$ cat config.mk
export PLATFORM = sky130hd
export DESIGN_NAME = rv32_dmem_arbiter
export DESIGN_NICKNAME = d
export VERILOG_FILES = /design/src/rtl/rv32_mem_pkg.sv /design/src/rtl/rv32_rr_arb2.sv /design/src/rtl/rv32_dmem_arbiter.sv
export SDC_FILE = /design/constraint.sdc
export NUM_CORES = 1
export LEC_CHECK = 0
export CORE_AREA = 2 2 112 114
export CTS_BUF_LIST = sky130_fd_sc_hd__clkbuf_4 sky130_fd_sc_hd__clkbuf_8
export DETAILED_ROUTE_END_ITERATION = 8
export DIE_AREA = 0 0 114 116
export PLACE_DENSITY = 0.62
export SYNTH_ARGS = -nofsm -noshare
export SYNTH_HDL_FRONTEND = slang
export SYNTH_SLANG_ARGS = --single-unit
export TNS_END_PERCENT = 10
$ cat constraint.sdc
create_clock -name clk -period 3.75 [get_ports clk]
set_clock_uncertainty 0.05 [all_clocks]
set_input_delay 0.9375 -clock clk [delete_from_list [all_inputs] [get_ports clk]]
set_output_delay 0.9375 -clock clk [all_outputs]
set_load 0.005 [all_outputs]
$ cat src/rtl/rv32_mem_pkg.sv
// Shared types and helpers for the RV32 data-memory arbiter.
// Requests arrive as byte addresses; the memory itself is word-indexed.
package rv32_mem_pkg;

  localparam int WORD_BYTES = 4;

  typedef struct packed {
    logic        we;
    logic [31:0] addr;
    logic [31:0] wdata;
    logic [3:0]  be;
  } mem_req_t;

  typedef struct packed {
    logic        rvalid;
    logic [31:0] rdata;
    logic        err;
  } mem_rsp_t;

  typedef enum logic [0:0] {
    PORT_CORE   = 1'b0,
    PORT_LOADER = 1'b1
  } port_e;

  // Word-aligned and inside the memory; anything else is answered with err.
  function automatic logic addr_legal(input logic [31:0] addr, input logic [31:0] size_words);
    logic aligned;
    logic in_range;
    aligned  = (addr[1:0] == 2'b00);
    in_range = ({2'b00, addr[31:2]} < size_words);
    return aligned && in_range;
  endfunction

endpackage

$ cat src/rtl/rv32_rr_arb2.sv
// Two-way round-robin arbiter with a loader-owned lock.
// The pointer only moves when both ports contend; a held lock masks port 0.
module rv32_rr_arb2
  import rv32_mem_pkg::*;
(
  input  logic clk,
  input  logic rstn,
  input  logic req0_i,
  input  logic req1_i,
  input  logic lock_i,
  output logic gnt0_o,
  output logic gnt1_o
);

  port_e ptr_q, ptr_d;
  logic  lock_q, lock_d;
  logic  lock_active_s;

  // Ownership lapses in the same cycle the loader drops its lock request.
  assign lock_active_s = lock_q && lock_i;

  // State register: priority pointer and lock owner.
  always_ff @(posedge clk or negedge rstn) begin
    if (!rstn) begin
      ptr_q  <= PORT_CORE;
      lock_q <= 1'b0;
    end else begin
      ptr_q  <= ptr_d;
      lock_q <= lock_d;
    end
  end

  // Grant pick for the current cycle.
  always_comb begin
    gnt0_o = 1'b0;
    gnt1_o = 1'b0;
    if (lock_active_s) begin
      gnt1_o = req1_i;
    end else if (req0_i && req1_i) begin
      case (ptr_q)
        PORT_CORE:   gnt0_o = 1'b1;
        PORT_LOADER: gnt1_o = 1'b1;
        default:     gnt0_o = 1'b1;
      endcase
    end else begin
      gnt0_o = req0_i;
      gnt1_o = req1_i;
    end
  end

  // Next pointer and lock owner.
  always_comb begin
    ptr_d  = ptr_q;
    lock_d = lock_q;
    if (!lock_active_s && req0_i && req1_i) begin
      ptr_d = (ptr_q == PORT_CORE) ? PORT_LOADER : PORT_CORE;
    end else begin
      ptr_d = ptr_q;
    end
    if (!lock_i) begin
      lock_d = 1'b0;
    end else if (gnt1_o) begin
      lock_d = 1'b1;
    end else begin
      lock_d = lock_q;
    end
  end

endmodule

$ cat src/rtl/rv32_dmem_arbiter.sv
// Shares the single-port data memory between the core LSU and the loader.
// One access per cycle; responses come back one cycle later in grant order.
module rv32_dmem_arbiter
  import rv32_mem_pkg::*;
#(
  parameter int DMEM_SIZE = 512,
  parameter int ADDR_W    = $clog2(DMEM_SIZE)
) (
  input  logic              clk,
  input  logic              rstn,
  input  logic              m0_req,
  input  logic              m0_we,
  input  logic [31:0]       m0_addr,
  input  logic [31:0]       m0_wdata,
  input  logic [3:0]        m0_be,
  output logic              m0_gnt,
  output logic              m0_rvalid,
  output logic [31:0]       m0_rdata,
  output logic              m0_err,
  input  logic              m1_req,
  input  logic              m1_we,
  input  logic [31:0]       m1_addr,
  input  logic [31:0]       m1_wdata,
  input  logic [3:0]        m1_be,
  output logic              m1_gnt,
  output logic              m1_rvalid,
  output logic [31:0]       m1_rdata,
  output logic              m1_err,
  input  logic              m1_lock,
  output logic              mem_en,
  output logic [3:0]        mem_we,
  output logic [ADDR_W-1:0] mem_addr,
  output logic [31:0]       mem_wdata,
  input  logic [31:0]       mem_rdata
);

  localparam int OFF_W = $clog2(WORD_BYTES);

  logic     gnt0_s, gnt1_s;
  mem_req_t sel_req_s;
  logic     sel_valid_s;
  port_e    sel_port_s;
  logic     sel_legal_s;
  mem_rsp_t rsp_s;

  logic  rsp_valid_q, rsp_valid_d;
  port_e rsp_port_q,  rsp_port_d;
  logic  rsp_we_q,    rsp_we_d;
  logic  rsp_err_q,   rsp_err_d;

  rv32_rr_arb2 u_arb (
    .clk    (clk),
    .rstn   (rstn),
    .req0_i (m0_req),
    .req1_i (m1_req),
    .lock_i (m1_lock),
    .gnt0_o (gnt0_s),
    .gnt1_o (gnt1_s)
  );

  assign m0_gnt = gnt0_s;
  assign m1_gnt = gnt1_s;

  // Select the winning request.
  always_comb begin
    sel_req_s   = '0;
    sel_valid_s = 1'b0;
    sel_port_s  = PORT_CORE;
    if (gnt1_s) begin
      sel_req_s   = '{we: m1_we, addr: m1_addr, wdata: m1_wdata, be: m1_be};
      sel_valid_s = 1'b1;
      sel_port_s  = PORT_LOADER;
    end else if (gnt0_s) begin
      sel_req_s   = '{we: m0_we, addr: m0_addr, wdata: m0_wdata, be: m0_be};
      sel_valid_s = 1'b1;
      sel_port_s  = PORT_CORE;
    end else begin
      sel_valid_s = 1'b0;
    end
  end

  assign sel_legal_s = addr_legal(sel_req_s.addr, 32'(DMEM_SIZE));

  // Memory issue; illegal accesses never strobe the memory.
  always_comb begin
    mem_en    = 1'b0;
    mem_we    = 4'b0000;
    mem_addr  = sel_req_s.addr[ADDR_W+OFF_W-1:OFF_W];
    mem_wdata = sel_req_s.wdata;
    if (sel_valid_s && sel_legal_s) begin
      mem_en = 1'b1;
      mem_we = sel_req_s.we ? sel_req_s.be : 4'b0000;
    end else begin
      mem_en = 1'b0;
      mem_we = 4'b0000;
    end
  end

  // Response register contents for the access issued this cycle.
  always_comb begin
    rsp_valid_d = sel_valid_s;
    rsp_port_d  = sel_port_s;
    rsp_we_d    = sel_req_s.we;
    rsp_err_d   = sel_valid_s && !sel_legal_s;
  end

  // Response register; reset discards any pending response at once.
  always_ff @(posedge clk or negedge rstn) begin
    if (!rstn) begin
      rsp_valid_q <= 1'b0;
      rsp_port_q  <= PORT_CORE;
      rsp_we_q    <= 1'b0;
      rsp_err_q   <= 1'b0;
    end else begin
      rsp_valid_q <= rsp_valid_d;
      rsp_port_q  <= rsp_port_d;
      rsp_we_q    <= rsp_we_d;
      rsp_err_q   <= rsp_err_d;
    end
  end

  // Build the response; only legal reads pass memory data through.
  always_comb begin
    rsp_s.rvalid = rsp_valid_q;
    rsp_s.err    = rsp_valid_q && rsp_err_q;
    if (rsp_valid_q && !rsp_we_q && !rsp_err_q) begin
      rsp_s.rdata = mem_rdata;
    end else begin
      rsp_s.rdata = 32'h0000_0000;
    end
  end

  // Route the response to the port that owns it.
  always_comb begin
    m0_rvalid = 1'b0;
    m0_rdata  = 32'h0000_0000;
    m0_err    = 1'b0;
    m1_rvalid = 1'b0;
    m1_rdata  = 32'h0000_0000;
    m1_err    = 1'b0;
    if (rsp_s.rvalid) begin
      case (rsp_port_q)
        PORT_CORE: begin
          m0_rvalid = 1'b1;
          m0_rdata  = rsp_s.rdata;
          m0_err    = rsp_s.err;
        end
        PORT_LOADER: begin
          m1_rvalid = 1'b1;
          m1_rdata  = rsp_s.rdata;
          m1_err    = rsp_s.err;
        end
        default: begin
          m0_rvalid = 1'b0;
          m1_rvalid = 1'b0;
        end
      endcase
    end else begin
      m0_rvalid = 1'b0;
      m1_rvalid = 1'b0;
    end
  end

endmodule

==> flow_summary.yaml, run 1 <==
run_status:
  status: "finished, final reports clean"
min_path:
  min-delay-start: "u_arb.ptr_q"
  holdPathStages: 1
  holdPathEnd: "u_arb.ptr_q"
  min_path_type: "register to register"
clock_network:
  clkLatencyLatePin_ns: 0.22
  numCtsBuffers: 3
  root_buffer: "clkbuf_8"
  cts_hold_buf: 0
  cts_buffer_depth: 2
  htreeDepth: 1
  cts_tree: "done"
  clkSinkCount: 6
  path_clk_slew_ns: 0.03
floorplan:
  initial_core_util: 0.155
  io_pins: 291
  die_h_um: 116
  rows: 40
  dieWidth_um: 114
  core_mm2: 0.0119
  die_area_mm2: 0.0132
placement:
  gp_congestion: 0.804
  post-dp-hpwl_um: 8510
  placed_area_mm2: 0.00461
  numPortBuffers: 290
routing:
  drcViolationCount: 0
  postRouteAntennaNets: 0
  routed_wl_um: 9780
  vias_per_cell: 4.13
  drt_iter0_markers: 64
  num_vias: 2912
  wl_per_cell_um: 13.9
  firstDrtPassIters: 5
grt:
  grt_pass1_vias: 2792
  grt_usage: 0.130
  antenna_found_initial: 0
  grt_max_degree: 66
  overflow: 0
  grt_pass1_wl_um: 13700
synth:
  yosys_warnings: 0
  ys_types: 25
  yosysTopAreaCell: "and2_1"
  syn_nets: 488
  netlist_instances: 313
  synth-seq-cells: 6
  syn_area_per_cell_um2: 5.88
  syn_area_mm2: 0.00184
  synth_top_area_share: 0.228
  synth_area_leaders: "and2_1 23%, nand2_1 19%, buf_4 17%, o21ai_1 13%, dfrtp_1 8.2%"
  seq_area_frac_synth: 0.0815
cells_and_area:
  final_common_cell: "clkdlybuf4s50_1"
  num-fill-cells: 1241
  area_delta_synth_final_pct: 161
  register_area_um2: 150
  layout_common_cells: "252 x clkdlybuf4s50_1, 91 x nand2_1, 66 x and2_1, 48 x o21ai_1, 32 x dlymetal6s2s_1"
  final_util: 0.403
  final_cell_area_mm2: 0.00480
  n_antenna_cell: 0
  drive_gt1_frac: 0.0520
  final_nets: 735
  multi_input_area_mm2: 0.00129
timing:
  worstMarginPinSlew_ns: 0.406
  hold_viol: 0
  setup_viol: 0
  grt_setup_unrepaired: "true"
  max_freq_ghz: 0.272
  period_needed_ns: 3.68
  period_share: 0.980
  setup_tns_ns: 0
  max-slew-margin-rel: 0.729
  final_max_slew_viol_count: 0
power_and_ir_drop:
  p_per_area_mw_per_mm2: 187
  p_leak_nw: 2.23
  power_w: 0.000896
  peakVddDrop_uv: 78.4
critical_path:
  cpPeakStageDelay_ns: 0.55
  crit_family: "buffers and inverters"
  cp.required_ns: 2.76
  endpoint_kind: "output pin"
  reg2reg_slack_ns: 2.30
  critPathSlowestCell: "clkdlybuf4s50_1"
  arrival_ns: 2.69
  worstReg2RegStart: "u_arb.ptr_q"
  cp_num_buf_inv: 3
  reg2regPathDepth: 6
  crit_top_cell: "clkdlybuf4s50_1"
  critPathKind: "input port to output pin"
  r2r-end: "u_arb.lock_q"
  crit_chain: "clkdlybuf4s50_1, a21boi_4, and2_4, buf_6, nand2_1, o21ai_1, clkdlybuf4s50_1"
  crit_path_start_kind: "input port"
  cp_max_fo: 11
job:
  maxCapViolCount: 0
-- cells by family (layout without fill, tap and decap cells) --
kind of cell	Yosys count	after routing	share of synthesized area
buffers and inverters	65	310	0.240
XOR/XNOR	1	1	0.00476
AND/OR/NAND/NOR	189	189	0.516
flip-flops	6	6	0.0815
AO/OA/AOI/OAI	52	52	0.158
-- sequential cells by signal, summed over array words and instances, names as in the netlist --
signal and flops:
rsp_err_q 1, rsp_port_q 1, rsp_valid_q 1, rsp_we_q 1, u_arb.lock_q 1, u_arb.ptr_q 1
-- worst max-delay path by stage --
stage,startpoint,endpoint,slack (ns),cells past startpoint
detailed placement,m1_addr[16],mem_we[3],-0.18,6
floorplan,m0_req,mem_we[0],0.83,5
global placement,m1_addr[0],mem_we[3],-0.18,6
finish,m0_req,mem_addr[8],0.07,7
global route,m1_addr[12],mem_we[3],-0.05,6
CTS,m0_req,mem_wdata[20],0.008,7
-- synth_stat cells (all sizes together) --
master / number
a21boi: 1
a21o: 1
and2: 67
and3: 5
buf: 49
clkbuf: 14
dfrtp: 6
inv: 2
nand2: 91
nand3: 5
nand4: 3
nor2: 1
nor2b: 2
nor3: 2
nor3b: 2
nor4: 10
o21a: 1
o21ai: 48
o32ai: 1
or2: 1
xnor2: 1
-- worst register-to-register path, cell delays in order, from the launching register on --
cell and delay [ns]:
dfrtp_1 0.40, nand2_1 0.24, a21o_1 0.21, buf_4 0.13, inv_2 0.03, buf_4 0.12, o21a_1 0.16
-- metrics by stage --
stage / cells / hold WS (ns) / setup WS [ns]
floorplan: 313 / 0.414 / 0.830
global placement: 701 / 0.439 / -0.177
detailed placement: 701 / 0.440 / -0.179
CTS: 704 / 0.448 / 0.00788
global route: 705 / 0.501 / -0.0517
finish: 705 / 0.449 / 0.0739
-- per-layer routing --
| metal | track usage | vias to the layer above | wire length (µm) |
|---|---|---|---|
| li1 | - | 1459 | - |
| met1 | 0.136 | 1282 | 3590 |
| met2 | 0.264 | 167 | 5180 |
| met3 | 0.0319 | 4 | 956 |
| met4 | 0.0228 | 0 | 55 |
| met5 | 0 | - | 0 |
-- power by group --
group	switching, W	leakage [nW]	total [W]	internal (W)
registers	0.0000123	0.0714	0.0000904	0.0000781
clock network	0.0000276	0.0216	0.0000965	0.0000689
logic	0.000252	2.14	0.000709	0.000457
total	0.000292	2.23	0.000896	0.000604
-- repair_timing --
item | in CTS | in global routing
buffers inserted | 0 | 0
pin swaps | 7 | 6
cloned | 0 | 1
resized for setup | 10 | 40
hold endpoints to repair | 0 | 0
setup endpoints to repair | 46 | 37
-- cell type report --
class / count / share of cell area
clock buffer: 3 / 0.00860
inverter: 2 / 0.00156
multi-input combinational: 242 / 0.268
sequential: 6 / 0.0313
tap: 147 / 0.0383
timing repair buffer: 305 / 0.652
Power figures use the tool's default switching activity.
==> run 2: changes to the inputs <==
--- a/config.mk
+++ b/config.mk
@@ -5,11 +5,12 @@
 export SDC_FILE = /design/constraint.sdc
 export NUM_CORES = 1
 export LEC_CHECK = 0
-export CORE_AREA = 2 2 112 114
+export CORE_AREA = 5 5 109 111
 export CTS_BUF_LIST = sky130_fd_sc_hd__clkbuf_4 sky130_fd_sc_hd__clkbuf_8
 export DETAILED_ROUTE_END_ITERATION = 8
 export DIE_AREA = 0 0 114 116
-export PLACE_DENSITY = 0.62
+export DONT_BUFFER_PORTS = 1
+export PLACE_DENSITY = 0.33
 export SYNTH_ARGS = -nofsm -noshare
 export SYNTH_HDL_FRONTEND = slang
 export SYNTH_SLANG_ARGS = --single-unit
==> run 2 against run 1 <==
- design area decreased by 65%
- hold slack lost 0.084 ns
- utilization fell by 25 points
- combinational power fell by 64%
- non-clock buffer count down 301
- final cell count down 44%
- flip-flop and latch count is the same
- die area stayed put
- fmax increased by 16%
- register-to-register slack got worse by 0.23 ns
- critical endpoint is now mem_we[3]
- largest power group unchanged
==> flow_summary.yaml, run 2 (synthesis results as in run 1) <==
clock_network:
  clkLatencyLatePin_ns: 0.22
  path_clk_slew_ns: 0.03
  cts_hold_buf: 0
  clkSinkCount: 6
  numCtsBuffers: 3
  post_cts_buffers: 0
  cts_tree: "done"
  htreeDepth: 1
  root_buffer: "clkbuf_8"
  cts_buffer_depth: 2
  post_cts_resized: 0
job:
  maxCapViolCount: 0
cells_and_area:
  final_util: 0.156
  final_nets: 434
  final_common_cell: "nand2_1"
  area_delta_synth_final_pct: -9.17
  layout_common_cells: "91 x nand2_1, 66 x and2_1, 48 x o21ai_1, 10 x nor4_1, 6 x dfrtp_1"
  drive_gt1_frac: 0.0467
  n_antenna_cell: 0
critical_path:
  crit_path_start_kind: "input port"
  arrival_ns: 2.18
  critPathKind: "input port to output pin"
  endpoint_kind: "output pin"
  cp_max_fo: 10
  cp.required_ns: 2.76
power_and_ir_drop:
  intPower_w: 0.000237
  p_per_area_mw_per_mm2: 264
  p_leak_nw: 0.637
  clkPwrFrac: 0.211
  switching_share: 0.462
  seqPwrFrac: 0.204
  combinationalPowerShare: 0.586
  netSwitchingPower_w: 0.000204
  peakVddDrop_uv: 77.0
timing:
  max_freq_ghz: 0.316
  period_share: 0.844
  worst_slack_ns: 0.584
  max-slew-margin-rel: 0.673
  setup_viol: 0
  period_needed_ns: 3.17
  grt_setup_unrepaired: "false"
  setup_tns_ns: 0
  hold_viol: 0
  worstMarginPinSlew_ns: 0.487
  final_max_slew_viol_count: 0
floorplan:
  io_pins: 291
  rows: 38
  core_mm2: 0.0107
  die_area_mm2: 0.0132
  dieWidth_um: 114
  initial_core_util: 0.172
  die_h_um: 116
routing:
  drcViolationCount: 0
  routed_wl_um: 7310
  drt_iter0_markers: 69
  vias_per_cell: 4.60
  firstDrtPassIters: 4
  wl_per_cell_um: 18.4
  num_vias: 1827
  postRouteAntennaNets: 0
grt:
  grt_pass1_vias: 1675
  antenna_found_initial: 1
  grt_max_degree: 85
  overflow: 0
  grt_usage: 0.0900
  grt_pass1_wl_um: 9340
min_path:
  min_path_type: "input port to asynchronous set/reset pin"
placement:
  post-place-ws_ns: 0.598
  gp_congestion: 0.897
  numPortBuffers: 0
  post-dp-hpwl_um: 6500
run_status:
  status: "finished, final reports clean"
run 2: power by group through the flow:
stage                     clock [W]  sequential, W  combinational (W)
after global placement            0      0.0000905           0.000264
after detailed placement          0      0.0000901           0.000266
after global routing       0.000101      0.0000923           0.000293
final                     0.0000929      0.0000898           0.000258
after floorplan                   0      0.0000872           0.000326
after CTS                 0.0000961      0.0000899           0.000266
run 2: metrics by stage:
stage               std cells  power [W]  area (µm²)  hold WS [ns]
floorplan                 313   0.000413        1840         0.414
global placement          394   0.000354        1630         0.440
detailed placement        394   0.000356        1630         0.431
CTS                       397   0.000452        1670         0.361
global route              397   0.000486        1670         0.353
finish                    397   0.000441        1670         0.366
run 2: final cells by class:
class | instances | area (µm²)
fill | 1240 | 9020
tap | 140 | 175
timing repair buffer | 4 | 42.5
inverter | 2 | 7.51
sequential | 6 | 150
clock buffer | 3 | 41.3
multi-input combinational | 242 | 1260
run 2: metal layers:
layer,up-vias,GRT usage,share of wire
li1,857,-,-
met3,0,0.0188,0.14
met5,-,0,0
met2,165,0.180,0.54
met4,0,0.0143,0
met1,805,0.0985,0.33
run 2: path summary, 6_finish.rpt:
kind                            slack, ns            to  cells past startpoint         start
max in group asynchronous            3.22   rsp_valid_q                      0          rstn
worst max-delay path                 0.58     mem_we[3]                      5        m0_req
worst min-delay path                 0.37   u_arb.ptr_q                      0          rstn
min in group clk                     0.43  u_arb.lock_q                      1  u_arb.lock_q
worst min register to register       0.43  u_arb.lock_q                      1  u_arb.lock_q
worst max register to register       2.07     rsp_err_q                      5   u_arb.ptr_q
run 2: worst max-delay path, cell delays in order:
cell and delay, ns:
a21boi_1 0.13, buf_4 0.18, a21o_1 0.24, o32ai_4 0.41
and3_1 0.27
==> run 3: changes to the inputs <==
==> constraint.sdc (replaced) <==
create_clock -name clk -period 3 [get_ports clk]
set_clock_uncertainty 0.05 [all_clocks]
set_input_delay 0.75 -clock clk [delete_from_list [all_inputs] [get_ports clk]]
set_output_delay 0.75 -clock clk [all_outputs]
set_load 0.005 [all_outputs]
==> run 3 against run 2 <==
- power increased by 28%
- critical path depth increased by 2
- combinational power up 29%
- highest routed layer unchanged
==> flow_summary.yaml, run 3 (synthesis results as in run 1) <==
clock_network:
  cts_buffer_depth: 2
  path_clk_slew_ns: 0.04
  clkLatencyLatePin_ns: 0.22
  htreeDepth: 1
  post_cts_resized: 0
  post_cts_buffers: 0
  cts_hold_buf: 0
  clkSinkCount: 6
  root_buffer: "clkbuf_8"
  numCtsBuffers: 3
  cts_tree: "done"
floorplan:
  core_mm2: 0.0107
  io_pins: 291
  die_area_mm2: 0.0132
  die_h_um: 116
  dieWidth_um: 114
  initial_core_util: 0.172
  rows: 38
run_status:
  status: "finished, final reports clean"
power_and_ir_drop:
  p_leak_nw: 0.646
  peakVddDrop_uv: 120
  p_per_area_mw_per_mm2: 333
grt:
  grt_max_degree: 57
  grt_usage: 0.0919
  antenna_found_initial: 0
  grt_pass1_wl_um: 9630
  overflow: 0
  grt_pass1_vias: 1729
critical_path:
  crit_family: "buffers and inverters"
  arrival_ns: 1.97
  crit_top_cell: "buf_12"
  crit_path_start_kind: "input port"
  reg2reg_slack_ns: 1.42
  cp_num_buf_inv: 3
  critPathSlowestCell: "and2_2"
  critPathKind: "input port to output pin"
  cpPeakStageDelay_ns: 0.24
  endpoint_kind: "output pin"
  cp_max_fo: 56
  cp.required_ns: 2.20
  crit_chain: "a21boi_1, buf_4, and2_2, buf_12, buf_12, nand2_1, o21ai_1"
cells_and_area:
  register_area_um2: 150
  drive_gt1_frac: 0.0504
  layout_common_cells: "91 x nand2_1, 66 x and2_1, 48 x o21ai_1, 10 x nor4_1, 6 x dfrtp_1"
  final_common_cell: "nand2_1"
  final_nets: 435
  num-fill-cells: 1250
  area_delta_synth_final_pct: -8.08
  n_antenna_cell: 0
  multi_input_area_mm2: 0.00126
  final_cells: 398
routing:
  wl_per_cell_um: 18.4
  num_vias: 1827
  firstDrtPassIters: 4
  routed_wl_um: 7330
  drcViolationCount: 0
  vias_per_cell: 4.59
  postRouteAntennaNets: 0
  drt_iter0_markers: 44
placement:
  dp.cells: 395
  post-dp-hpwl_um: 6580
  gp_congestion: 0.883
  numPortBuffers: 0
timing:
  grt_setup_unrepaired: "false"
  final_max_slew_viol_count: 0
  worstMarginPinSlew_ns: 0.473
  max_freq_ghz: 0.361
  period_share: 0.924
  max-slew-margin-rel: 0.682
  hold_viol: 0
  period_needed_ns: 2.77
  setup_tns_ns: 0
  setup_viol: 0
job:
  maxCapViolCount: 0
min_path:
  min_path_type: "input port to asynchronous set/reset pin"
run 3: cell count changes in the layout (fill, tap and decap cells not counted):
| cell | change |
|---|---|
| buf_12 | +1 |
run 3: metrics by stage:
step	utilization	worst slack, ns	power, W	instance area [µm²]	hold slack, ns
finish	0.158	0.227	0.000564	1690	0.176
global route	0.158	0.0959	0.000620	1690	0.169
CTS	0.158	0.194	0.000576	1690	0.172
detailed placement	0.154	0.201	0.000455	1650	0.405
global placement	0.154	0.181	0.000453	1650	0.405
floorplan	-	0.455	0.000516	1840	0.404
run 3: area by class of cell:
class | count | area share
Multi-Input combinational cell | 242 | 0.742
Tap cell | 140 | 0.103
Sequential cell | 6 | 0.0887
Timing Repair Buffer | 5 | 0.0370
Clock buffer | 3 | 0.0244
Inverter | 2 | 0.00443
run 3: power breakdown:
group / total (W) / switching (W) / internal [W]
Clock: 0.000119 / 0.0000331 / 0.0000861
Sequential: 0.000112 / 0.0000143 / 0.0000977
Combinational: 0.000333 / 0.000211 / 0.000122
run 3: per-layer routing:
layer | vias to the layer above | track usage | share of wire
met4 | 0 | 0.0119 | 0
met2 | 161 | 0.182 | 0.54
met3 | 0 | 0.0193 | 0.13
li1 | 862 | - | -
met5 | - | 0 | 0
met1 | 804 | 0.102 | 0.33
run 3: worst paths after layout:
check                             start             to  depth (start not counted)
max                              m0_req  mem_wdata[24]                          7
min                                rstn    rsp_valid_q                          0
max reg2reg                u_arb.lock_q      rsp_err_q                          6
min reg2reg                u_arb.lock_q   u_arb.lock_q                          1
max in group asynchronous          rstn      rsp_err_q                          0
min in group clk           u_arb.lock_q   u_arb.lock_q                          1
